--- src/rtl/alu_seq.sv ---
// alu_seq: command sequencer for an external combinational 8-bit ALU.
//
// Commands are queued in a small FIFO. A three-state FSM (IDLE, ISSUE, WB)
// pops one command at a time. It reads the operands from an 8 x 8 register
// file, drives them to the external ALU, captures the ALU response and
// writes the result back. r0 is hardwired to zero.
//
// Optional feature: define ALU_SEQ_ZFLAG_EN to add the zero_flag output.
//
// Ports:
//   clk, rst_n                 clock (rising edge), async active-low reset
//   cmd_valid / cmd_ready      command handshake (ready = FIFO not full)
//   cmd_op, cmd_rd, cmd_rs1,
//   cmd_rs2, cmd_imm,
//   cmd_imm_sel, cmd_use_c     command fields
//   alu_in1, alu_in2,
//   alu_cin, alu_func          operands driven to the external ALU
//   alu_result, alu_cout       combinational ALU response
//   done, done_data            one-cycle writeback pulse and written value
//   carry_flag                 last stored carry
//   busy                       FSM active or commands queued
//   zero_flag                  (ALU_SEQ_ZFLAG_EN only) last result was zero
//   dbg_addr, dbg_data         combinational register-file read port
module alu_seq #(
    parameter int FIFO_DEPTH = 4
) (
    input  logic       clk,
    input  logic       rst_n,
    input  logic       cmd_valid,
    output logic       cmd_ready,
    input  logic [2:0] cmd_op,
    input  logic [2:0] cmd_rd,
    input  logic [2:0] cmd_rs1,
    input  logic [2:0] cmd_rs2,
    input  logic [7:0] cmd_imm,
    input  logic       cmd_imm_sel,
    input  logic       cmd_use_c,
    output logic [7:0] alu_in1,
    output logic [7:0] alu_in2,
    output logic       alu_cin,
    output logic [2:0] alu_func,
    input  logic [7:0] alu_result,
    input  logic       alu_cout,
    output logic       done,
    output logic [7:0] done_data,
    output logic       carry_flag,
    output logic       busy,
`ifdef ALU_SEQ_ZFLAG_EN
    output logic       zero_flag,
`endif
    input  logic [2:0] dbg_addr,
    output logic [7:0] dbg_data
);

    localparam int PTR_W = $clog2(FIFO_DEPTH);
    localparam int CNT_W = PTR_W + 1;
    localparam logic [CNT_W-1:0] FULL_CNT = CNT_W'(FIFO_DEPTH);

    typedef struct packed {
        logic [2:0] op;
        logic [2:0] rd;
        logic [2:0] rs1;
        logic [2:0] rs2;
        logic [7:0] imm;
        logic       imm_sel;
        logic       use_c;
    } cmd_t;

    typedef enum logic [1:0] {
        IDLE  = 2'd0,
        ISSUE = 2'd1,
        WB    = 2'd2
    } state_t;

    state_t           state;
    state_t           next_state;

    cmd_t             fifo_mem [FIFO_DEPTH];
    cmd_t             cmd_in;
    cmd_t             head;
    logic [PTR_W-1:0] wr_ptr;
    logic [PTR_W-1:0] rd_ptr;
    logic [CNT_W-1:0] count;
    logic             full;
    logic             empty;
    logic             push;
    logic             pop;

    logic [7:0]       rf [8];
    logic [2:0]       rd_q;
    logic             cout_q;

    assign cmd_in = '{op: cmd_op, rd: cmd_rd, rs1: cmd_rs1, rs2: cmd_rs2,
                      imm: cmd_imm, imm_sel: cmd_imm_sel, use_c: cmd_use_c};

    assign full      = (count == FULL_CNT);
    assign empty     = (count == '0);
    assign cmd_ready = !full;
    assign push      = cmd_valid && cmd_ready;
    assign pop       = (state == IDLE) && !empty;
    assign head      = fifo_mem[rd_ptr];
    assign busy      = (state != IDLE) || !empty;
    assign dbg_data  = (dbg_addr == 3'd0) ? 8'h00 : rf[dbg_addr];

    // Entry storage needs no reset: the empty count guards stale contents.
    always_ff @(posedge clk) begin
        if (push) begin
            fifo_mem[wr_ptr] <= cmd_in;
        end
    end

    // Pointers wrap naturally because FIFO_DEPTH is a power of two.
    always_ff @(posedge clk or negedge rst_n) begin
        if (!rst_n) begin
            wr_ptr <= '0;
            rd_ptr <= '0;
            count  <= '0;
        end else begin
            if (push) begin
                wr_ptr <= wr_ptr + 1'b1;
            end
            if (pop) begin
                rd_ptr <= rd_ptr + 1'b1;
            end
            case ({push, pop})
                2'b10:   count <= count + 1'b1;
                2'b01:   count <= count - 1'b1;
                default: count <= count;
            endcase
        end
    end

    always_ff @(posedge clk or negedge rst_n) begin
        if (!rst_n) begin
            state <= IDLE;
        end else begin
            state <= next_state;
        end
    end

    always_comb begin
        next_state = state;
        done       = 1'b0;
        case (state)
            IDLE: begin
                if (!empty) begin
                    next_state = ISSUE;
                end
            end
            ISSUE: begin
                next_state = WB;
            end
            WB: begin
                next_state = IDLE;
                done       = 1'b1;
            end
            default: begin
                next_state = IDLE;
            end
        endcase
    end

    // Operands are read at pop time. The preceding WB write has already
    // landed by then, so dependent commands need no bypass. The alu_*
    // registers load only on pop and otherwise hold their value.
    always_ff @(posedge clk or negedge rst_n) begin
        if (!rst_n) begin
            alu_in1    <= 8'h00;
            alu_in2    <= 8'h00;
            alu_cin    <= 1'b0;
            alu_func   <= 3'd0;
            rd_q       <= 3'd0;
            cout_q     <= 1'b0;
            done_data  <= 8'h00;
            carry_flag <= 1'b0;
            for (int i = 0; i < 8; i++) begin
                rf[i] <= 8'h00;
            end
        end else begin
            if (pop) begin
                alu_in1  <= rf[head.rs1];
                alu_in2  <= head.imm_sel ? head.imm : rf[head.rs2];
                alu_cin  <= head.use_c & carry_flag;
                alu_func <= head.op;
                rd_q     <= head.rd;
            end
            if (state == ISSUE) begin
                done_data <= alu_result;
                cout_q    <= alu_cout;
            end
            if (state == WB) begin
                carry_flag <= cout_q;
                if (rd_q != 3'd0) begin
                    rf[rd_q] <= done_data;
                end
            end
        end
    end

`ifdef ALU_SEQ_ZFLAG_EN
    always_ff @(posedge clk or negedge rst_n) begin
        if (!rst_n) begin
            zero_flag <= 1'b0;
        end else if (state == WB) begin
            zero_flag <= (done_data == 8'h00);
        end
    end
`endif

endmodule

--- config.mk ---
export PLATFORM = sky130hd
export DESIGN_NAME = alu_seq
export DESIGN_NICKNAME = d
export VERILOG_FILES = /design/src/rtl/alu_seq.sv
export SDC_FILE = /design/constraint.sdc
export NUM_CORES = 1
export LEC_CHECK = 0
export ABC_AREA = 1
export CORE_MARGIN = 1.5
export CORE_UTILIZATION = 58
export CTS_BUF_LIST = sky130_fd_sc_hd__clkbuf_16
export DETAILED_ROUTE_END_ITERATION = 8
export PLACE_DENSITY = 0.81
export SLEW_MARGIN = 40
export SYNTH_ARGS = -nofsm -noshare
export SYNTH_HDL_FRONTEND = slang
export SYNTH_SLANG_ARGS = --single-unit
--- constraint.sdc ---
create_clock -name clk -period 2.9 [get_ports clk]
set_input_delay 0.725 -clock clk [delete_from_list [all_inputs] [get_ports clk]]
set_output_delay 0.725 -clock clk [all_outputs]
set_load 0.005 [all_outputs]
# Word level (Yosys, flattened, before mapping)

Memory sizes are Yosys's and may differ from the RTL's.
Index checks and enable logic that the tools add are counted.

Add/subtract/negate cells: 4
Multipliers: 0
Divide/modulo/power cells: 0
Order comparisons: 5
Equality and inequality tests: 6
Shift-type cells: 0
Mux-type cells: 20
Bitwise logic cells: 5
Reduce and logical (&&, ||, !) cells: 13

Operators by type and width:

| cell                | count |
|---|---|
| $bmux 8 s3          | 3 |
| $mux 8              | 9 |
| $bwmux 64           | 1 |
| $demux 8 s3         | 1 |
| $ge 4x4->1 const B  | 4 |
| $not 3->4           | 4 |
| $logic_not 3->1     | 2 |
| $pmux 3 s2          | 1 |
| $add 2x1->2 const B | 2 |
| $eq 2x1->1 const B  | 2 |
| $eq 2x2->1 const B  | 2 |
| $lt 4x1->1 const B  | 1 |
| $pmux 2 s2          | 1 |
| $reduce_bool 2->1   | 2 |
| $add 3x1->3 const B | 1 |
| $eq 3x3->1 const B  | 1 |
| $logic_and 1x1->1   | 3 |
| $mux 1              | 3 |
| $reduce_bool 3->1   | 1 |
| $sub 3x1->3 const B | 1 |
| $logic_not 1->1     | 2 |
| $logic_not 2->1     | 1 |
| $mux 2              | 1 |
| $ne 2x2->1 const B  | 1 |
| 3 further kinds     | 3 |

Register bits: 106
Bits in latches: 0
Memory bits (writable): 88
ROM bits: 0
Input port bits: 37
Output and inout bits: 40
Word-level logic and storage cells: 74
Memories: 1

Memory list:

| name     | words | bits a word | read ports | clocked after memory_dff | write ports | RTL line | source |
|---|---|---|---|---|---|---|---|
| fifo_mem | 4     | 22          | 1          | 0                        | 1           | 78       | `cmd_t fifo_mem [FIFO_DEPTH];` |

# Depth between registers and ports, before layout

Depth after elaboration: 6
Mapped depth: 11
Mapped depth without buffers: 10

# Least setup slack after synthesis

Ideal clock, no wire load.

Path kind: input port to output port
From: in dbg_addr[1]
To: out dbg_data[6]
Arrival: 1.718 ns
Data required time: 2.175 ns
Setup slack: 0.457 ns
Stages on the path: 8
Buffers on the path: 2
Path through: buf_2 clkinv_1 clkbuf_1 a21oi_1 o21ai_0 nand3_1 nand2_1 a31oi_1

Longest elaborated chain between the ends: 5
Elaborated cells between the ends (all ways): 6
Classes of those cells: mux (4); bitwise (1); reduce/logical (1)

RTL lines:

| what                                      | RTL line | source |
|---|---|---|
| start, declared                           | 51       | `input logic [2:0] dbg_addr,` |
| $not 3->4 (not written as such)           | 103      | `assign dbg_data = (dbg_addr == 3'd0) ? 8'h00 : rf[dbg_addr];` |
| $bmux 8 s3                                | 103      |  |
| $mux 8 (not written as such) (2 in a row) | 103      |  |
| $mux 8 *                                  | 103      |  |
| end, declared                             | 52       | `output logic [7:0] dbg_data` |

Mark *: on every way between the ends. The rest lies on a longest branch, timed or not. The select of a mux whose other input is x is not followed.

# Worst setup path in the final report

From: in dbg_addr[0]
To: out dbg_data[2]

The elaborated chain is that of the path after synthesis.

==> results.json <==
{
  "use_met3_pct": 8.51,
  "io_buffers": 76,
  "reg2reg_from": "rd_ptr[1]",
  "die_y_um": 129,
  "worstPathCellList": "dlygate4sd2_1, buf_4, a21oi_1, o21ai_0, nand3_1, nand2_1, a31oi_1, dlygate4sd2_1",
  "skew_ns": 0.00870,
  "fin_cells": 1299,
  "slew_headroom_pct": 56.5,
  "ys_seq_area_share_pct": 57.4,
  "track_usage_pct": 30.1,
  "io_pins": 77,
  "vias": 7679,
  "vias_per_cell": 5.91,
  "ys_ff_latch": 194,
  "initial_core_util_pct": 60.0,
  "start_kind": "primary input",
  "hold_violations": 0,
  "cpPeakStageDelay_ns": 0.26,
  "path_clk_slew_ns": 0.07,
  "grt_max_degree": 44,
  "row_count": 45,
  "met2_usage_pct": 45.9,
  "grt_busiest_layer": "met2",
  "irDropWorstVdd_uv": 738,
  "ctsResizeCount": 25,
  "detail_route.first_pass.iterations": 5,
  "critPathMostFrequentCell": "dlygate4sd2_1",
  "antenna_found_initial": 0,
  "synth.avg_cell_area_sq_um": 9.06,
  "syn_inst": 1018,
  "fin_tns_setup_ns": 0,
  "post_cts_buffers": 0,
  "timing.hold.ws_ns": 0.284,
  "rsz0062_at_grt": "false",
  "design.core.area_sq_um": 15400,
  "dp_hpwl_mm": 16.3,
  "clk_latency_ns": 0.44,
  "startpoint": "dbg_addr[0]",
  "power.density_nw_per_um2": 1180,
  "syn-num-nets": 1061,
  "fin_crit_ns": 2.75,
  "wl_mm": 23.7,
  "period_share_pct": 94.7,
  "r2r_setup_slack_ns": 0.71,
  "synth_top_area_share_pct": 28.8,
  "postRouteAntennaNets": 0,
  "ys.flop_type": "dfrtp_1",
  "p_leak_nw": 4.52,
  "drc": 0,
  "die_x_um": 129,
  "mostFrequentLayoutCell": "nand2_1",
  "finalSetupViolCount": 0,
  "slowest_stage": "dlygate4sd2_1",
  "overflow": 0,
  "netlist-cell-type-count": 33,
  "slew_violations": 0,
  "cts_max_level": 4,
  "cts_buffers": 17,
  "grt_use_met1_pct": 42.3,
  "end_kind": "primary output",
  "wl_per_cell_um": 18.3,
  "final_nets": 1118,
  "hold_path.class": "in2async",
  "grt_pass1_vias": 7163,
  "worst_pin_slew_ns": 0.650,
  "syn_area_sq_um": 9230,
  "diodes": 0,
  "yosys.area.top_type": "dfrtp_1",
  "final.fill_count": 1152,
  "clk_path_buf_depth": 2,
  "timing.rr.end": "alu_in1[2]",
  "critPathMaxFanout": 30,
  "layout_common_cells": "nand2_1, o21ai_0, nand3_1",
  "place_congestion": 0.903,
  "cts_sinks": 194,
  "drtIter0Drc": 792,
  "async_flop_share_pct": 54.6,
  "syn2layout_area_growth_pct": 17.2,
  "outcome": "finished, final reports clean",
  "total_power_mw": 12.8,
  "synth_edf_count": 88,
  "grt_pass1_wl_mm": 37.9,
  "max_cap_viol_count": 0,
  "preCtsSetupSlack_ns": -0.402,
  "cts_tree": "yes",
  "fin_ws_ns": 0.154,
  "clockRootBuffer": "clkbuf_16",
  "layout-drive-gt1-share_pct": 7.90,
  "die-area_sq_um": 16700,
  "cp.arrival_ns": 2.02,
  "worstPathRequired_ns": 2.17,
  "synth.area.top_cells": "dfrtp_1, edfxtp_1, nand2_1, o21ai_0, nand3_1",
  "clock.fmax_mhz": 364,
  "reg2reg_depth": 10,
  "ys.warnings.count": 0,
  "postCtsHoldBufs": 0,
  "dpl.cell_count": 1267,
  "crit_type": "in2out"
}
-- layout make-up --
type / count / area (sq um) / share of cell area (%)
Tap cell: 211 / 264 / 2.44
Sequential cell: 194 / 5300 / 49.0
Clock inverter: 15 / 193 / 1.78
Inverter: 97 / 368 / 3.40
Clock buffer: 17 / 425 / 3.93
Multi-Input combinational cell: 663 / 3270 / 30.3
Timing Repair Buffer: 102 / 998 / 9.23
-- report_power, final --
| group | switching (mW) | internal, mW |
|---|---|---|
| logic | 3.78 | 2.11 |
| clock network | 1.09 | 1.31 |
| registers | 0.697 | 3.79 |
-- sequential cells by signal (all words and copies together) (netlist names) --
name and cells:
done_data 8, count 3, rf 64, alu_in1 8
rd_ptr 2, alu_cin 1, alu_in2 8, carry_flag 1
wr_ptr 2, cout_q 1, rd_q 3, state 2
alu_func 3, fifo_mem 88
-- how the worst max path moves through the flow --
stage,endpoint,slack (ns),cells after the start
global placement,dbg_data[3],-0.40,7
detailed placement,dbg_data[3],-0.40,7
global route,dbg_data[6],0.02,8
floorplan,dbg_data[6],0.46,8
CTS,dbg_data[2],0.15,8
finish,dbg_data[2],0.15,8
-- metrics by stage --
step / instance area, sq um / utilization, %
detailed placement: 10200 / 66.4
global route: 10800 / 70.4
global placement: 10200 / 66.4
floorplan: 9230 / -
finish: 10800 / 70.4
CTS: 10800 / 70.4
-- critical path: cells and delay by family --
kind	cells	cell delay, ns
AOI/OAI and AO/OA	3	0.42
and+or+nand+nor	2	0.14
buffers and inverters	3	0.73
-- kinds of logic after synthesis --
kind of cell,synth area share (%)
AO/OA/AOI/OAI,14.5
XOR/XNOR,0.380
adder cells (fa/ha/maj),0.895
buffers and inverters,7.30
flip-flops,57.4
AND/OR/NAND/NOR,19.5
-- metal layers --
| metal | part of all wire, % | up-vias |
|---|---|---|
| met2 | 46 | 444 |
| met1 | 41 | 3614 |
| met3 | 11 | 45 |
| met5 | 0 | - |
| li1 | - | 3576 |
| met4 | 2.2 | 0 |
-- Yosys cell counts, types with 2 or more instances --
cell and instances:
inv_2 5, dfrtp_1 106, o22a_1 7, nand3_1 131, o211ai_1 32, inv_1 87, clkinv_1 4, nand2_2 2
o21ai_1 2, nand2_1 188, a21oi_1 43, edfxtp_1 88, a31oi_1 11, clkbuf_1 30, or2_4 2, o21ai_0 133
xor2_1 3, buf_4 2, buf_6 3, buf_2 29, ha_1 5, nor3_4 3, nor2_1 87, o22ai_1 5
nand3_2 2
Note: power is estimated with default switching activity, not from simulation.
